[src/rtl/cpu_ctrl_pkg.sv]
// Shared encodings for the CPU controller and the datapath it drives.
package cpu_ctrl_pkg;

    typedef enum logic [2:0] {
        ST_WAIT   = 3'd0,
        ST_DECODE = 3'd1,
        ST_GETA   = 3'd2,
        ST_GETB   = 3'd3,
        ST_ALU    = 3'd4,
        ST_WRITE  = 3'd5
    } state_t;

    // Opcode field IR[15:13]
    localparam logic [2:0] OPC_MOV = 3'b110;
    localparam logic [2:0] OPC_ALU = 3'b101;

    // op field IR[12:11] under OPC_MOV
    localparam logic [1:0] OP_MOV_IMM = 2'b10;
    localparam logic [1:0] OP_MOV_REG = 2'b00;

    // op field IR[12:11] under OPC_ALU (doubles as the ALUop encoding)
    localparam logic [1:0] OP_ADD = 2'b00;
    localparam logic [1:0] OP_CMP = 2'b01;
    localparam logic [1:0] OP_AND = 2'b10;
    localparam logic [1:0] OP_MVN = 2'b11;

    // ALU operation select
    localparam logic [1:0] ALU_ADD  = 2'b00;
    localparam logic [1:0] ALU_SUB  = 2'b01;
    localparam logic [1:0] ALU_AND  = 2'b10;
    localparam logic [1:0] ALU_NOTB = 2'b11;

    // Write-back source select
    localparam logic [1:0] VSEL_C     = 2'b00;
    localparam logic [1:0] VSEL_PC    = 2'b01;
    localparam logic [1:0] VSEL_IMM8  = 2'b10;
    localparam logic [1:0] VSEL_MDATA = 2'b11;

    // Shifter select
    localparam logic [1:0] SHIFT_NONE = 2'b00;
    localparam logic [1:0] SHIFT_LSL1 = 2'b01;
    localparam logic [1:0] SHIFT_LSR1 = 2'b10;
    localparam logic [1:0] SHIFT_ASR1 = 2'b11;

    // Instruction class flags; exactly one of the class bits is set when legal=1
    typedef struct packed {
        logic mov_imm;
        logic mov_reg;
        logic mvn;
        logic alu3;     // ADD or AND: Rd <= Rn op Rm
        logic cmp;
        logic legal;
    } iclass_t;

endpackage

[src/rtl/instr_decoder.sv]
// Combinational instruction field split, immediate sign extension and class decode.
module instr_decoder
    import cpu_ctrl_pkg::*;
#(
    parameter int WIDTH = 16
) (
    input  logic [15:0]      ir,
    output logic [1:0]       op,
    output logic [2:0]       rn,
    output logic [2:0]       rd,
    output logic [1:0]       sh,
    output logic [2:0]       rm,
    output logic [WIDTH-1:0] sximm5,
    output logic [WIDTH-1:0] sximm8,
    output iclass_t          cls
);

    logic [2:0] opcode;

    assign opcode = ir[15:13];
    assign op     = ir[12:11];
    assign rn     = ir[10:8];
    assign rd     = ir[7:5];
    assign sh     = ir[4:3];
    assign rm     = ir[2:0];

    assign sximm5 = {{(WIDTH-5){ir[4]}}, ir[4:0]};
    assign sximm8 = {{(WIDTH-8){ir[7]}}, ir[7:0]};

    // Classify the instruction; anything not matched stays illegal
    always_comb begin
        cls = '0;
        if (opcode == OPC_MOV) begin
            cls.mov_imm = (op == OP_MOV_IMM);
            cls.mov_reg = (op == OP_MOV_REG);
        end else if (opcode == OPC_ALU) begin
            cls.alu3 = (op == OP_ADD) || (op == OP_AND);
            cls.cmp  = (op == OP_CMP);
            cls.mvn  = (op == OP_MVN);
        end
        cls.legal = cls.mov_imm | cls.mov_reg | cls.mvn | cls.alu3 | cls.cmp;
    end

endmodule

[src/rtl/cpu_controller.sv]
// Instruction register plus multi-cycle control FSM driving the datapath.
//
// state  | meaning
// WAIT   | idle, w=1; load writes IR, s starts the current IR
// DECODE | classify IR, pick first working state (illegal sets err)
// GETA   | read Rn into A
// GETB   | read Rm into B
// ALU    | compute into C (or status only for CMP)
// WRITE  | write result or imm8 back to the register file
module cpu_controller
    import cpu_ctrl_pkg::*;
#(
    parameter int WIDTH = 16
) (
    input  logic             clk,
    input  logic             rst_n,
    input  logic             s,
    input  logic             load,
    input  logic [WIDTH-1:0] in,
    output logic             w,
    output logic [2:0]       readnum,
    output logic [2:0]       writenum,
    output logic [1:0]       vsel,
    output logic             loada,
    output logic             loadb,
    output logic             loadc,
    output logic             loads,
    output logic             write,
    output logic             asel,
    output logic             bsel,
    output logic [1:0]       shift,
    output logic [1:0]       ALUop,
    output logic [WIDTH-1:0] sximm5,
    output logic [WIDTH-1:0] sximm8,
    output logic             err
);

    state_t     state, state_nxt;
    logic [15:0] ir;
    logic [1:0] op;
    logic [2:0] rn, rd, rm;
    logic [1:0] sh;
    iclass_t    cls;

    instr_decoder #(.WIDTH(WIDTH)) u_dec (
        .ir     (ir),
        .op     (op),
        .rn     (rn),
        .rd     (rd),
        .sh     (sh),
        .rm     (rm),
        .sximm5 (sximm5),
        .sximm8 (sximm8),
        .cls    (cls)
    );

    // State register
    always_ff @(posedge clk) begin
        if (!rst_n) begin
            state <= ST_WAIT;
        end else begin
            state <= state_nxt;
        end
    end

    // Instruction register: writable only while idle so it is stable during execution
    always_ff @(posedge clk) begin
        if (!rst_n) begin
            ir <= '0;
        end else if (state == ST_WAIT && load) begin
            ir <= in[15:0];
        end
    end

    // Sticky illegal-instruction flag, cleared when the next instruction starts
    always_ff @(posedge clk) begin
        if (!rst_n) begin
            err <= 1'b0;
        end else if (state == ST_WAIT && s) begin
            err <= 1'b0;
        end else if (state == ST_DECODE && !cls.legal) begin
            err <= 1'b1;
        end
    end

    // Next-state logic
    always_comb begin
        state_nxt = state;
        unique case (state)
            ST_WAIT: begin
                if (s) state_nxt = ST_DECODE;
            end
            ST_DECODE: begin
                if (cls.mov_imm)                  state_nxt = ST_WRITE;
                else if (cls.mov_reg || cls.mvn)  state_nxt = ST_GETB;
                else if (cls.alu3 || cls.cmp)     state_nxt = ST_GETA;
                else                              state_nxt = ST_WAIT;
            end
            ST_GETA:  state_nxt = ST_GETB;
            ST_GETB:  state_nxt = ST_ALU;
            ST_ALU:   state_nxt = cls.cmp ? ST_WAIT : ST_WRITE;
            ST_WRITE: state_nxt = ST_WAIT;
            default:  state_nxt = ST_WAIT;
        endcase
    end

    // Moore control outputs decoded from state and IR
    always_comb begin
        w        = 1'b0;
        readnum  = 3'd0;
        writenum = 3'd0;
        vsel     = VSEL_C;
        loada    = 1'b0;
        loadb    = 1'b0;
        loadc    = 1'b0;
        loads    = 1'b0;
        write    = 1'b0;
        asel     = 1'b0;
        bsel     = 1'b0;
        shift    = SHIFT_NONE;
        ALUop    = ALU_ADD;
        unique case (state)
            ST_WAIT: begin
                w = 1'b1;
            end
            ST_GETA: begin
                readnum = rn;
                loada   = 1'b1;
            end
            ST_GETB: begin
                readnum = rm;
                loadb   = 1'b1;
            end
            ST_ALU: begin
                shift = sh;
                // MOV reg and MVN have no A operand; zero it so A+B / ~B pass B through
                asel  = cls.mov_reg | cls.mvn;
                ALUop = cls.mov_reg ? ALU_ADD : op;
                if (cls.cmp) begin
                    loads = 1'b1;
                end else begin
                    loadc = 1'b1;
                end
            end
            ST_WRITE: begin
                write = 1'b1;
                if (cls.mov_imm) begin
                    writenum = rn;
                    vsel     = VSEL_IMM8;
                end else begin
                    writenum = rd;
                    vsel     = VSEL_C;
                end
            end
            default: begin
            end
        endcase
    end

endmodule

[config.mk]
export PLATFORM = sky130hd
export DESIGN_NAME = cpu_controller
export DESIGN_NICKNAME = d
export VERILOG_FILES = /design/src/rtl/cpu_ctrl_pkg.sv /design/src/rtl/instr_decoder.sv /design/src/rtl/cpu_controller.sv
export SDC_FILE = /design/constraint.sdc
export NUM_CORES = 1
export LEC_CHECK = 0
export CORE_ASPECT_RATIO = 0.6
export CORE_MARGIN = 4
export CORE_UTILIZATION = 42
export CTS_CLUSTER_DIAMETER = 120
export DETAILED_ROUTE_END_ITERATION = 12
export PLACE_DENSITY = 0.87
export SLEW_MARGIN = 20
export SYNTH_ARGS = -nofsm -noshare
export SYNTH_HDL_FRONTEND = slang
export SYNTH_SLANG_ARGS = --single-unit
[constraint.sdc]
create_clock -name clk -period 2.9 [get_ports clk]
set_clock_uncertainty 0.2 [all_clocks]
set_input_delay 0.58 -clock clk [delete_from_list [all_inputs] [get_ports clk]]
set_output_delay 0.58 -clock clk [all_outputs]
set_load 0.03 [all_outputs]
==> results.py <==
metrics = {
    "worst_setup_path": {
        "critical_path_buf_inv_count": 1,
        "timing.critical_path.slowest_stage_cell": "sky130_fd_sc_hd__clkdlybuf4s50_1",
        "critPathRequiredTime_ns": 2.12,
        "timing.rr.start": "state[0]$_SDFFE_PN0P_",
        "worst_ep_arrival_time_ns": 1.97,
        "critPathKind": "reg2out",
        "cpLargestDelayFamily": "buffers and inverters",
        "start_kind": "register",
        "crit_chain": "nand2b_1 -> nor2_1 -> clkdlybuf4s50_1",
        "cp-startpoint": "state[1]$_SDFFE_PN0P_",
        "cp_max_fo": 12,
        "timing.critical_path.to_type": "output port",
        "crit_path_max_incr_delay_ns": 0.70,
    },
    "synth": {
        "yosysWarnings": 0,
        "synth_cell_types": 38,
        "synth_edf_count": 0,
        "synth_xor_xnor_area_share_pct": 0,
        "synth_seq_area_share_pct": 29.0,
        "synth_async_sr_flop_share_pct": 0,
        "post_synth_instance_area_um2": 1380,
        "synth.top_cells.by_area": "sky130_fd_sc_hd__dfxtp_1, sky130_fd_sc_hd__buf_4, sky130_fd_sc_hd__nand2_1",
        "synth_top_family_by_area": "simple AND/OR/NAND/NOR gates",
        "dominantRegCellSynth": "sky130_fd_sc_hd__dfxtp_1",
        "post-synth-top-area-fraction_pct": 29.0,
        "ys_seq_elements": 20,
        "synth_area_leader_cell": "sky130_fd_sc_hd__dfxtp_1",
        "area_share_of_fa_ha_maj_cells_after_synthesis_pct": 0,
        "post_synth_mux_area_share_pct": 2.17,
        "synth_compound_area_share_pct": 17.9,
        "post_synth_and_or_nand_nor_area_fraction_pct": 25.8,
        "synthesis.area_per_instance_um2": 7.80,
        "instance_count_of_the_mapped_netlist": 177,
    },
    "sta": {
        "max_slew_margin_pct": 59.0,
        "max_frequency_mhz": 363,
        "report.final.slew_viol_count": 0,
        "rsz0062_at_grt": "false",
        "smallest_setup_slack_after_layout_ns": 0.145,
        "setup_tns_ns": 0,
        "tightest_slew_ns": 0.614,
        "finalCriticalPeriod_ns": 2.75,
        "min_period_over_period_pct": 95.0,
        "hold_viol": 0,
        "setup_viol_count_final": 0,
    },
    "floorplan": {
        "dieWidth_um": 82.0,
        "die_h_um": 52.4,
        "start_util_pct": 46.0,
        "ios": 73,
        "die_area_um2": 4300,
        "fp.coreArea_um2": 3000,
        "std_cell_rows": 15,
    },
    "layout": {
        "layout_filler_cell_count": 292,
        "regArea_um2": 400,
        "multiInputGateArea_um2": 652,
        "final_area_um2": 1940,
        "final_cell_count_no_fill": 252,
        "area_added_between_synthesis_and_finish_pct": 40.3,
        "layout.cells.most_common": "sky130_fd_sc_hd__clkdlybuf4s50_1",
        "share_of_layout_cells_above_drive_strength_1_pct": 6.67,
        "antennaDiodeCount": 0,
        "layout.cells.most_common_list": "sky130_fd_sc_hd__clkdlybuf4s50_1, sky130_fd_sc_hd__nand2_1, sky130_fd_sc_hd__dfxtp_1",
        "final_nets": 231,
        "final_core_utilization_pct": 64.5,
    },
    "drt": {
        "wl_per_cell_um": 15.0,
        "remaining_drc_errors": 0,
        "vias": 1272,
        "totalWireLength_um": 3780,
        "drt-initial-drc-count": 95,
        "drt_pass1_iterations": 5,
        "routed_via_count_divided_by_cell_count": 5.05,
        "antenna_left": 0,
    },
    "clocking": {
        "cts_max_path_buffers": 2,
        "cts_inserted_buffers": 3,
        "hold_buffers": 0,
        "cts_tree": "yes",
        "clock_insertion_delay_worst_skew_ns": 0.26,
        "numClockSinks": 20,
        "root_buffer": "sky130_fd_sc_hd__clkbuf_8",
        "clk_pin_slew_ns": 0.07,
        "clock_tree.htree_level_count": 1,
    },
    "placement": {
        "placed_area_um2": 1850,
        "count_of_buffers_inserted_at_the_top_level_ports": 70,
        "detailed_place_hpwl_um": 2770,
        "dpl_worst_slack_ns": 0.250,
        "globalplace.congestion": 0.854,
        "dpl.cell_count": 248,
    },
    "power": {
        "power.density_nw_per_um2": 429,
        "leakage_nw": 0.784,
        "vdd.ir_drop.worst_mv": 0.222,
    },
    "global_route": {
        "grt_overflow": 0,
        "first_pass_grt_wire_length_um": 5870,
        "grt_pass1_vias": 1158,
        "grt_max_degree": 21,
        "grt_antenna_before_repair": 0,
        "global_route_usage_sum_pct": 17.9,
    },
    "hold_path": {
        "hp-start": "ir[5]$_SDFFE_PN0P_",
        "min-delay-path-class": "reg2reg",
    },
    "job": {
        "max_cap_violations": 0,
    },
    "outcome": {
        "status": "finished, final reports clean",
    },
}
[repair_timing]
action,in CTS,in global routing
pin swaps,0,0
resized for setup,3,4
setup endpoints to repair,5,5
gates cloned,0,0
buffers inserted,0,0
[sequential cells by signal (all words and copies together), names as in the netlist]
register and count:
err 1, ir 16, state 3
[logic make-up after synthesis]
| logic type | after synthesis |
|---|---|
| multiplexers | 3 |
| other | 1 |
| AO/OA/AOI/OAI | 35 |
| buffers and inverters | 51 |
| AND/OR/NAND/NOR | 67 |
| flip-flops | 20 |
[metal layers]
metal	track usage (%)	vias up	share of wire, %
li1	-	629	-
met1	23.1	572	43
met2	28.7	64	45
met3	6.19	7	11
met4	3.87	0	1.0
met5	0	-	0
[path summary, 6_finish.rpt]
path | cells after the start | slack (ns) | end
min reg2reg | 2 | 0.27 | ir[5]$_SDFFE_PN0P_
max | 3 | 0.15 | loadb
min | 2 | 0.27 | ir[5]$_SDFFE_PN0P_
max reg2reg | 4 | 0.98 | ir[0]$_SDFFE_PN0P_
[tightest hold or removal path, stage by stage (launching register included)]
cell and delay, ns:
sky130_fd_sc_hd__dfxtp_1 0.33, sky130_fd_sc_hd__nand2_1 0.06, sky130_fd_sc_hd__a21boi_1 0.05
[Yosys cell counts, types with 3 or more instances]
cell	count
sky130_fd_sc_hd__a21boi_0	6
sky130_fd_sc_hd__a21boi_1	10
sky130_fd_sc_hd__a21oi_1	5
sky130_fd_sc_hd__and2_1	4
sky130_fd_sc_hd__buf_2	6
sky130_fd_sc_hd__buf_4	34
sky130_fd_sc_hd__clkbuf_1	3
sky130_fd_sc_hd__dfxtp_1	20
sky130_fd_sc_hd__inv_1	5
sky130_fd_sc_hd__mux2i_1	3
sky130_fd_sc_hd__nand2_1	34
sky130_fd_sc_hd__nand4_1	3
sky130_fd_sc_hd__nor2_1	7
sky130_fd_sc_hd__o21ai_0	5
[per-stage QoR]
step	hold slack, ns	power (mW)
detailed placement	0.268	0.555
finish	0.275	0.831
global placement	0.264	0.551
CTS	0.278	0.834
global route	0.307	0.868
floorplan	0.245	0.495
[layout make-up]
cell class | instances | share of cell area (%)
clock buffer | 3 | 2.13
clock inverter | 1 | 1.55
inverter | 5 | 0.968
multi-input combinational | 107 | 33.6
sequential | 20 | 20.7
tap | 42 | 2.71
timing repair buffer | 74 | 38.3
[power breakdown]
| group | switching (mW) | internal (mW) | leakage (nW) |
|---|---|---|---|
| sequential | 0.0261 | 0.292 | 0.164 |
| clock | 0.0971 | 0.184 | 0.0357 |
| combinational | 0.127 | 0.104 | 0.584 |
| total | 0.250 | 0.581 | 0.784 |
(Power assumes the default switching activity.)
